$ cat src/rtl/spatial_gradient_unit_pkg.sv
// Shared widths and types for the spatial gradient stage.
package spatial_gradient_unit_pkg;

    localparam int unsigned PIX_INTERP_WIDTH = 26;
    localparam int unsigned GRAD_WIDTH       = PIX_INTERP_WIDTH + 1;
    localparam int unsigned MAX_ROW_LEN      = 32;
    localparam int unsigned DIM_WIDTH        = 5;
    localparam int unsigned IDX_WIDTH        = $clog2(MAX_ROW_LEN);

    typedef logic        [PIX_INTERP_WIDTH-1:0] pix_t;
    typedef logic signed [GRAD_WIDTH-1:0]       grad_t;
    typedef logic        [DIM_WIDTH-1:0]        dim_t;

    typedef struct packed {
        grad_t grad_x;
        grad_t grad_y;
        logic  grad_last;
    } grad_out_t;

    // Exact difference of two unsigned pixels, zero-extended by one bit first.
    function automatic grad_t grad_diff(input pix_t a, input pix_t b);
        return $signed({1'b0, a}) - $signed({1'b0, b});
    endfunction

endpackage

$ cat src/rtl/spatial_gradient_unit_if.sv
// Pixel-in / gradient-out stream bundle for the spatial gradient stage.
interface spatial_gradient_unit_if;
    import spatial_gradient_unit_pkg::*;

    dim_t  win_dim;
    pix_t  in_msg;
    logic  in_val;
    logic  in_rdy;
    grad_t grad_x;
    grad_t grad_y;
    logic  grad_last;
    logic  out_val;
    logic  out_rdy;

    modport master (
        output win_dim, in_msg, in_val, out_rdy,
        input  in_rdy, grad_x, grad_y, grad_last, out_val
    );

    modport slave (
        input  win_dim, in_msg, in_val, out_rdy,
        output in_rdy, grad_x, grad_y, grad_last, out_val
    );

endinterface

$ cat src/rtl/spatial_gradient_line_buffer.sv
// One-row line buffer: write-enabled store, combinational read at the same index.
module spatial_gradient_line_buffer #(
    parameter int unsigned DEPTH = 32,
    parameter int unsigned WIDTH = 26
) (
    input  logic                     clk,
    input  logic                     i_we,
    input  logic [$clog2(DEPTH)-1:0] i_idx,
    input  logic [WIDTH-1:0]         i_wdata,
    output logic [WIDTH-1:0]         o_rdata
);

    logic [WIDTH-1:0] r_mem [DEPTH];

    // Storage write; contents need no reset, every entry is rewritten before use.
    always_ff @(posedge clk) begin
        if (i_we) begin
            r_mem[i_idx] <= i_wdata;
        end
    end

    assign o_rdata = r_mem[i_idx];

endmodule

$ cat src/rtl/spatial_gradient_unit.sv
// Central-difference Ix/Iy over a raster window using two line buffers and a column window.
module spatial_gradient_unit
    import spatial_gradient_unit_pkg::*;
(
    input  logic                    clk,
    input  logic                    reset,
    spatial_gradient_unit_if.slave  sg
);

    logic      w_in_rdy;
    logic      w_accept;
    logic      w_col_end;
    logic      w_row_end;
    logic      w_emit;
    pix_t      w_top_rd;
    pix_t      w_mid_rd;
    grad_out_t w_out_nxt;

    dim_t      r_row;
    dim_t      r_col;
    pix_t      r_top_c1;
    pix_t      r_mid_c1;
    pix_t      r_mid_c2;
    pix_t      r_bot_c1;
    grad_out_t r_out;
    logic      r_out_val;

    assign w_in_rdy  = !r_out_val || sg.out_rdy;
    assign w_accept  = sg.in_val && w_in_rdy;
    assign w_col_end = (r_col == sg.win_dim);
    assign w_row_end = (r_row == sg.win_dim);
    assign w_emit    = w_accept && (r_row >= DIM_WIDTH'(2)) && (r_col >= DIM_WIDTH'(2));

    spatial_gradient_line_buffer #(
        .DEPTH (MAX_ROW_LEN),
        .WIDTH (PIX_INTERP_WIDTH)
    ) u_lb_top (
        .clk     (clk),
        .i_we    (w_accept),
        .i_idx   (IDX_WIDTH'(r_col)),
        .i_wdata (w_mid_rd),
        .o_rdata (w_top_rd)
    );

    spatial_gradient_line_buffer #(
        .DEPTH (MAX_ROW_LEN),
        .WIDTH (PIX_INTERP_WIDTH)
    ) u_lb_mid (
        .clk     (clk),
        .i_we    (w_accept),
        .i_idx   (IDX_WIDTH'(r_col)),
        .i_wdata (sg.in_msg),
        .o_rdata (w_mid_rd)
    );

    // Row/column position of the next accepted pixel; wraps at win_dim with no bubble.
    always_ff @(posedge clk) begin
        if (reset) begin
            r_row <= '0;
            r_col <= '0;
        end else if (w_accept) begin
            if (w_col_end) begin
                r_col <= '0;
                r_row <= w_row_end ? '0 : r_row + DIM_WIDTH'(1);
            end else begin
                r_col <= r_col + DIM_WIDTH'(1);
            end
        end
    end

    // Column history; the current column is the live line-buffer read / in_msg.
    always_ff @(posedge clk) begin
        if (reset) begin
            r_top_c1 <= '0;
            r_mid_c1 <= '0;
            r_mid_c2 <= '0;
            r_bot_c1 <= '0;
        end else if (w_accept) begin
            r_top_c1 <= w_top_rd;
            r_mid_c2 <= r_mid_c1;
            r_mid_c1 <= w_mid_rd;
            r_bot_c1 <= sg.in_msg;
        end
    end

    // Gradients centred one row up and one column left of the incoming pixel.
    always_comb begin
        w_out_nxt           = '0;
        w_out_nxt.grad_x    = grad_diff(w_mid_rd, r_mid_c2);
        w_out_nxt.grad_y    = grad_diff(r_bot_c1, r_top_c1);
        w_out_nxt.grad_last = w_row_end && w_col_end;
    end

    // Single output register: load on a qualifying accept, clear valid on drain.
    always_ff @(posedge clk) begin
        if (reset) begin
            r_out     <= '0;
            r_out_val <= 1'b0;
        end else if (w_emit) begin
            r_out     <= w_out_nxt;
            r_out_val <= 1'b1;
        end else if (sg.out_rdy) begin
            r_out_val <= 1'b0;
        end
    end

    assign sg.in_rdy    = w_in_rdy;
    assign sg.out_val   = r_out_val;
    assign sg.grad_x    = r_out.grad_x;
    assign sg.grad_y    = r_out.grad_y;
    assign sg.grad_last = r_out.grad_last;

endmodule
$ cat src/flat_wrapper.sv
// flat-port wrapper written by rule: the top's interface ports become plain ports
module spatial_gradient_unit_flat import spatial_gradient_unit_pkg::*;
  (clk, reset, sg_win_dim, sg_in_msg, sg_in_val, sg_out_rdy, sg_in_rdy, sg_grad_x, sg_grad_y, sg_grad_last, sg_out_val);
  spatial_gradient_unit_if sg_i ();
  input  logic clk;
  input  logic reset;
  input wire logic [$bits(sg_i.win_dim)-1:0] sg_win_dim;
  input wire logic [$bits(sg_i.in_msg)-1:0] sg_in_msg;
  input wire logic [$bits(sg_i.in_val)-1:0] sg_in_val;
  input wire logic [$bits(sg_i.out_rdy)-1:0] sg_out_rdy;
  output wire logic [$bits(sg_i.in_rdy)-1:0] sg_in_rdy;
  output wire logic [$bits(sg_i.grad_x)-1:0] sg_grad_x;
  output wire logic [$bits(sg_i.grad_y)-1:0] sg_grad_y;
  output wire logic [$bits(sg_i.grad_last)-1:0] sg_grad_last;
  output wire logic [$bits(sg_i.out_val)-1:0] sg_out_val;
  assign sg_i.win_dim = sg_win_dim;
  assign sg_i.in_msg = sg_in_msg;
  assign sg_i.in_val = sg_in_val;
  assign sg_i.out_rdy = sg_out_rdy;
  assign sg_in_rdy = sg_i.in_rdy;
  assign sg_grad_x = sg_i.grad_x;
  assign sg_grad_y = sg_i.grad_y;
  assign sg_grad_last = sg_i.grad_last;
  assign sg_out_val = sg_i.out_val;
  spatial_gradient_unit u_core (.clk(clk), .reset(reset), .sg(sg_i));
endmodule
$ cat config.mk
export PLATFORM = sky130hd
export DESIGN_NAME = spatial_gradient_unit_flat
export DESIGN_NICKNAME = d
export VERILOG_FILES = /design/src/rtl/spatial_gradient_unit_pkg.sv /design/src/rtl/spatial_gradient_unit_if.sv /design/src/rtl/spatial_gradient_line_buffer.sv /design/src/rtl/spatial_gradient_unit.sv /design/src/flat_wrapper.sv
export SDC_FILE = /design/constraint.sdc
export NUM_CORES = 2
export LEC_CHECK = 0
export CORE_MARGIN = 5
export CORE_UTILIZATION = 60
export CTS_CLUSTER_SIZE = 25
export DETAILED_ROUTE_END_ITERATION = 8
export HOLD_SLACK_MARGIN = 0.08
export PLACE_DENSITY_LB_ADDON = 0.2
export SYNTH_ARGS = -nofsm -noshare
export SYNTH_HDL_FRONTEND = slang
export SYNTH_SLANG_ARGS = --single-unit
$ cat constraint.sdc
create_clock -name clk -period 25.5 [get_ports clk]
set_input_delay 7.65 -clock clk [delete_from_list [all_inputs] [get_ports clk]]
set_output_delay 7.65 -clock clk [all_outputs]
set_load 0.01 [all_outputs]
==> tab_implementation.tex <==
\begin{tabular}{lr}
\hline
Metric & Value \\
\hline
\multicolumn{2}{l}{\textbf{Critical path}} \\
\quad Worst path arrival time & about 9.0 ns \\
\quad Data required time at the worst endpoint & 17.85 ns \\
\quad Worst path buffer plus inverter count & 2 \\
\quad Most numerous cell on the critical path & clkdlybuf4s50\_1 \\
\quad Cell with the largest stage delay on the worst path & clkdlybuf4s50\_1 \\
\quad Type of the setup path with the least slack & input pin to primary output \\
\quad Largest stage delay on the critical path & about 0.6 ns \\
\quad Cell family contributing the most delay on the critical path & buffers and inverters \\
\quad Kind of end point of the critical path & primary output \\
\quad Largest fanout on the critical path & 4 \\
\quad Worst setup SP type & input pin \\
\quad Critical Path, Cell by Cell & clkdlybuf4s50\_1, nand2b\_1, clkdlybuf4s50\_1 \\
\multicolumn{2}{l}{\textbf{Yosys}} \\
\quad Area contributors post-synth & edfxtp\_1, mux4\_2, dfxtp\_1 \\
\quad Ys async rst share & 0\% \\
\quad Compound-gate portion of the synthesized area & between 3 and 4\% \\
\quad Share of the synthesized area in the top cell type & a little over two thirds \\
\quad Top\_reg\_cell synth & edfxtp\_1 \\
\quad Synthesis warning total & 0 \\
\quad Leading cell types by count after synthesis & edfxtp\_1, mux4\_2, nand2\_1 \\
\quad Simple-gate share of the synthesized area & about 3.0\% \\
\quad Cells after synthesis & around 3600 \\
\quad Library cell occupying the most area in the post-synthesis netlist & edfxtp\_1 \\
\quad Sequential share of the synthesized area & about three quarters \\
\quad Multiplexer area fraction after synthesis & between 15 and 20\% \\
\quad Synth Area in Adders & between 1 and 1.5\% \\
\quad Net count after synthesis & 3730 \\
\quad Leading cell type by number of instances after synthesis & edfxtp\_1 \\
\quad Post-Syn Area & around 70000 um\^{}2 \\
\quad Register bit count reported by yosys & about 1800 \\
\quad Synthesized area per cell & 19.8 um\^{}2 \\
\quad Number of enable flip-flop cells after synthesis & 1664 \\
\quad Dominant combinational cell family by area after synthesis & multiplexers \\
\quad Post-synth cell types & 67 \\
\quad Xor/xnor share of the synthesized area & less than 1\% \\
\multicolumn{2}{l}{\textbf{Placed design}} \\
\quad Buffers on Ports & 91 \\
\quad Detailed-placement wirelength estimate & $\sim$93 mm \\
\quad Global placement routability congestion & slightly above 0.9 \\
\multicolumn{2}{l}{\textbf{Clocking}} \\
\quad Clock Tree Buf Depth & 3 \\
\quad CTS tree & built \\
\quad Clock transition time at the flip-flop clock pins of the worst setup and hold paths & $\sim$0.060 ns \\
\quad Number of buffers created by CTS & 178 \\
\quad Number of hold buffers added after CTS & 0 \\
\quad Clock Sinks & about 1800 \\
\quad Setup Buffers After CTS & 0 \\
\quad Worst skew pair latency & roughly 0.79 ns \\
\quad Clock tree root buffer cell & clkbuf\_16 \\
\quad CTS resizes & 0 \\
\quad CTS H-tree depth & 4 \\
\multicolumn{2}{l}{\textbf{STA}} \\
\quad Number of max-slew violations in the final report & 0 \\
\quad Final number of hold-violating endpoints & 0 \\
\quad Final Hold Slack & 0.451 ns \\
\quad Setup TNS after final layout & 0 ns \\
\quad Achievable clock frequency & approximately 60 MHz \\
\quad Shortest period the worst path allows & 16.60 ns \\
\quad Slew at the pin closest to its max-slew limit & between 1 and 1.5 ns \\
\quad Worst slew margin relative to its limit & under 10\% \\
\quad Max Clock Skew & about 0.034 ns \\
\quad Portion of the clock cycle consumed by the worst path in the final layout & 65.1\% \\
\quad RSZ-0062 raised after global routing & false \\
\quad Setup-violating endpoint count in the final report & 0 \\
\multicolumn{2}{l}{\textbf{GRT}} \\
\quad Global route total overflow & 0 \\
\quad Largest net degree at the start of global routing & 97 \\
\quad Number of global-route vias before repair & between 30000 and 40000 \\
\quad First-pass GRT wire length & approximately 250 mm \\
\quad Overall Global Routing Usage & roughly 28\% \\
\quad Antenna violations before repair & 10 \\
\multicolumn{2}{l}{\textbf{Job}} \\
\quad Number of max-cap violations & 0 \\
\multicolumn{2}{l}{\textbf{Worst hold path}} \\
\quad Classification of the worst-slack hold path & flip-flop to flip-flop \\
\multicolumn{2}{l}{\textbf{Route}} \\
\quad Number of design rule violations left after detail routing & 0 \\
\quad Average routed wire per standard cell & roughly 31 um \\
\quad Vias after detailed routing & between 30000 and 40000 \\
\quad Starting DRT DRC Count & approximately 4700 \\
\quad Vias/cell & about 6.7 \\
\quad Number of iterations in the first detailed-routing pass & 8 \\
\quad Post-Route WL & 175 mm \\
\quad Number of nets still failing antenna checks after routing & 0 \\
\multicolumn{2}{l}{\textbf{Pwr}} \\
\quad Static Leakage & approximately 0.025 uW \\
\quad Power per Cell Area & 80.2 nW/um\^{}2 \\
\quad Worst VDD drop & about 0.063 mV \\
\multicolumn{2}{l}{\textbf{Outcome}} \\
\quad Run status & finished, final reports clean \\
\multicolumn{2}{l}{\textbf{Final layout}} \\
\quad Share of final-layout standard cells stronger than drive strength 1 & 23.3\% \\
\quad Synthesis-to-layout area growth & 11.8\% \\
\quad Layout Nets & around 3900 \\
\multicolumn{2}{l}{\textbf{Floorplanning}} \\
\quad Die Y-Extent & between 300 and 400 um \\
\quad Chip width & 357 um \\
\quad Top-level port count & 92 \\
\quad DIE AREA & approximately 130000 um\^{}2 \\
\quad Initial Util & between 60 and 70\% \\
\quad Core footprint & 120000 um\^{}2 \\
\quad FP Rows & between 100 and 150 \\
\hline
\end{tabular}
sequential cells by signal, summed over array words and instances, names as in the netlist, named ones only:
name / count
u_core.u_lb_mid.r_mem: 832
u_core.u_lb_top.r_mem: 832
u_core.sg.grad_x: 27
u_core.sg.grad_y: 27
u_core.r_bot_c1: 26
u_core.r_mid_c1: 26
u_core.r_mid_c2: 26
u_core.r_top_c1: 26
u_core.r_col: 5
u_core.r_row: 5
u_core.sg.grad_last: 1
u_core.sg.out_val: 1
kinds of logic (layout without fill, tap and decap cells):
family / count (synthesis) / count (layout)
buf+inv: 267 / 566
simple gates: 478 / 478
other cells: 0 / 1
fa+ha+maj: 60 / 60
mux: 559 / 559
flops: 1839 / 1839
compound gates: 381 / 381
xor+xnor: 51 / 51
cell usage in the layout (no fill, tap or decap), types with 51 or more instances in the layout:
| cell type | synthesis | final |
|---|---|---|
| edfxtp_1 | 1664 | 1664 |
| clkdlybuf4s50_1 | 0 | 89 |
| ha_1 | 58 | 58 |
| buf_4 | 21 | 95 |
| mux4_2 | 485 | 485 |
| nor2_1 | 113 | 101 |
| nand2_1 | 205 | 204 |
| dfxtp_1 | 175 | 165 |
| clkbuf_16 | 0 | 180 |
| inv_1 | 61 | 61 |
| a21oi_1 | 144 | 144 |
| o21ai_1 | 51 | 51 |
area by class of cell:
type                       count  area (um^2)
multi-input combinational   1529        17600
inverter                      64          240
clock inverter                95          832
clock buffer                 222         4690
tap                         1612         2020
fill                        7482        39100
antenna                        1         2.50
timing repair buffer         185         1610
sequential                  1839        53500
final timing paths:
path / start / depth (start not counted) / slack [ns] / to
hold / removal: u_core.sg.grad_x[25] / 2 / 0.45 / u_core.sg.grad_x[25]
setup / recovery: sg_out_rdy / 3 / 8.90 / sg_in_rdy
setup reg to reg: flip-flop / 13 / 17.87 / u_core.sg.grad_x[26]
hold reg to reg: u_core.sg.grad_x[25] / 2 / 0.45 / u_core.sg.grad_x[25]
per-layer routing:
layer / GRT usage, % / up-vias / wire length (um)
met4: 8.03 / 4 / 4730
li1: - / 15200 / -
met5: 0 / - / 27
met1: 39.8 / 19400 / 66600
met2: 44.7 / 2224 / 84900
met3: 5.49 / 322 / 18500
stage by stage:
stage / power [uW] / std cells / util (%) / setup WS (ns) / instance area (um^2)
floorplan: 3820 / 3635 / - / 10.01 / 72100
global placement: 3970 / 5229 / 62.7 / 8.88 / 75000
detailed placement: 4000 / 5229 / 62.7 / 8.91 / 75000
CTS: 6490 / 5546 / 67.3 / 8.89 / 80500
global route: 6670 / 5546 / 67.3 / 8.87 / 80500
finish: 6460 / 5547 / 67.3 / 8.90 / 80500
worst register-to-register path: cells and delay by family, from the launching register on:
| family | cells | cell delay, ns |
|---|---|---|
| multiplexers | 3 | 1.76 |
| flip-flops | 1 | 0.99 |
| buffers and inverters | 2 | 1.70 |
| AO/OA/AOI/OAI | 4 | 2.06 |
| adder cells (fa/ha/maj) | 1 | 0.56 |
| AND/OR/NAND/NOR | 3 | 0.43 |
power breakdown:
| part | internal (uW) | leakage (uW) | total, uW | switching (uW) |
|---|---|---|---|---|
| combinational | 222 | 0.00574 | 547 | 325 |
| clock | 1440 | 0.00270 | 2520 | 1080 |
| sequential | 3360 | 0.0164 | 3390 | 25.5 |
Note: power is estimated with default switching activity, not from simulation.
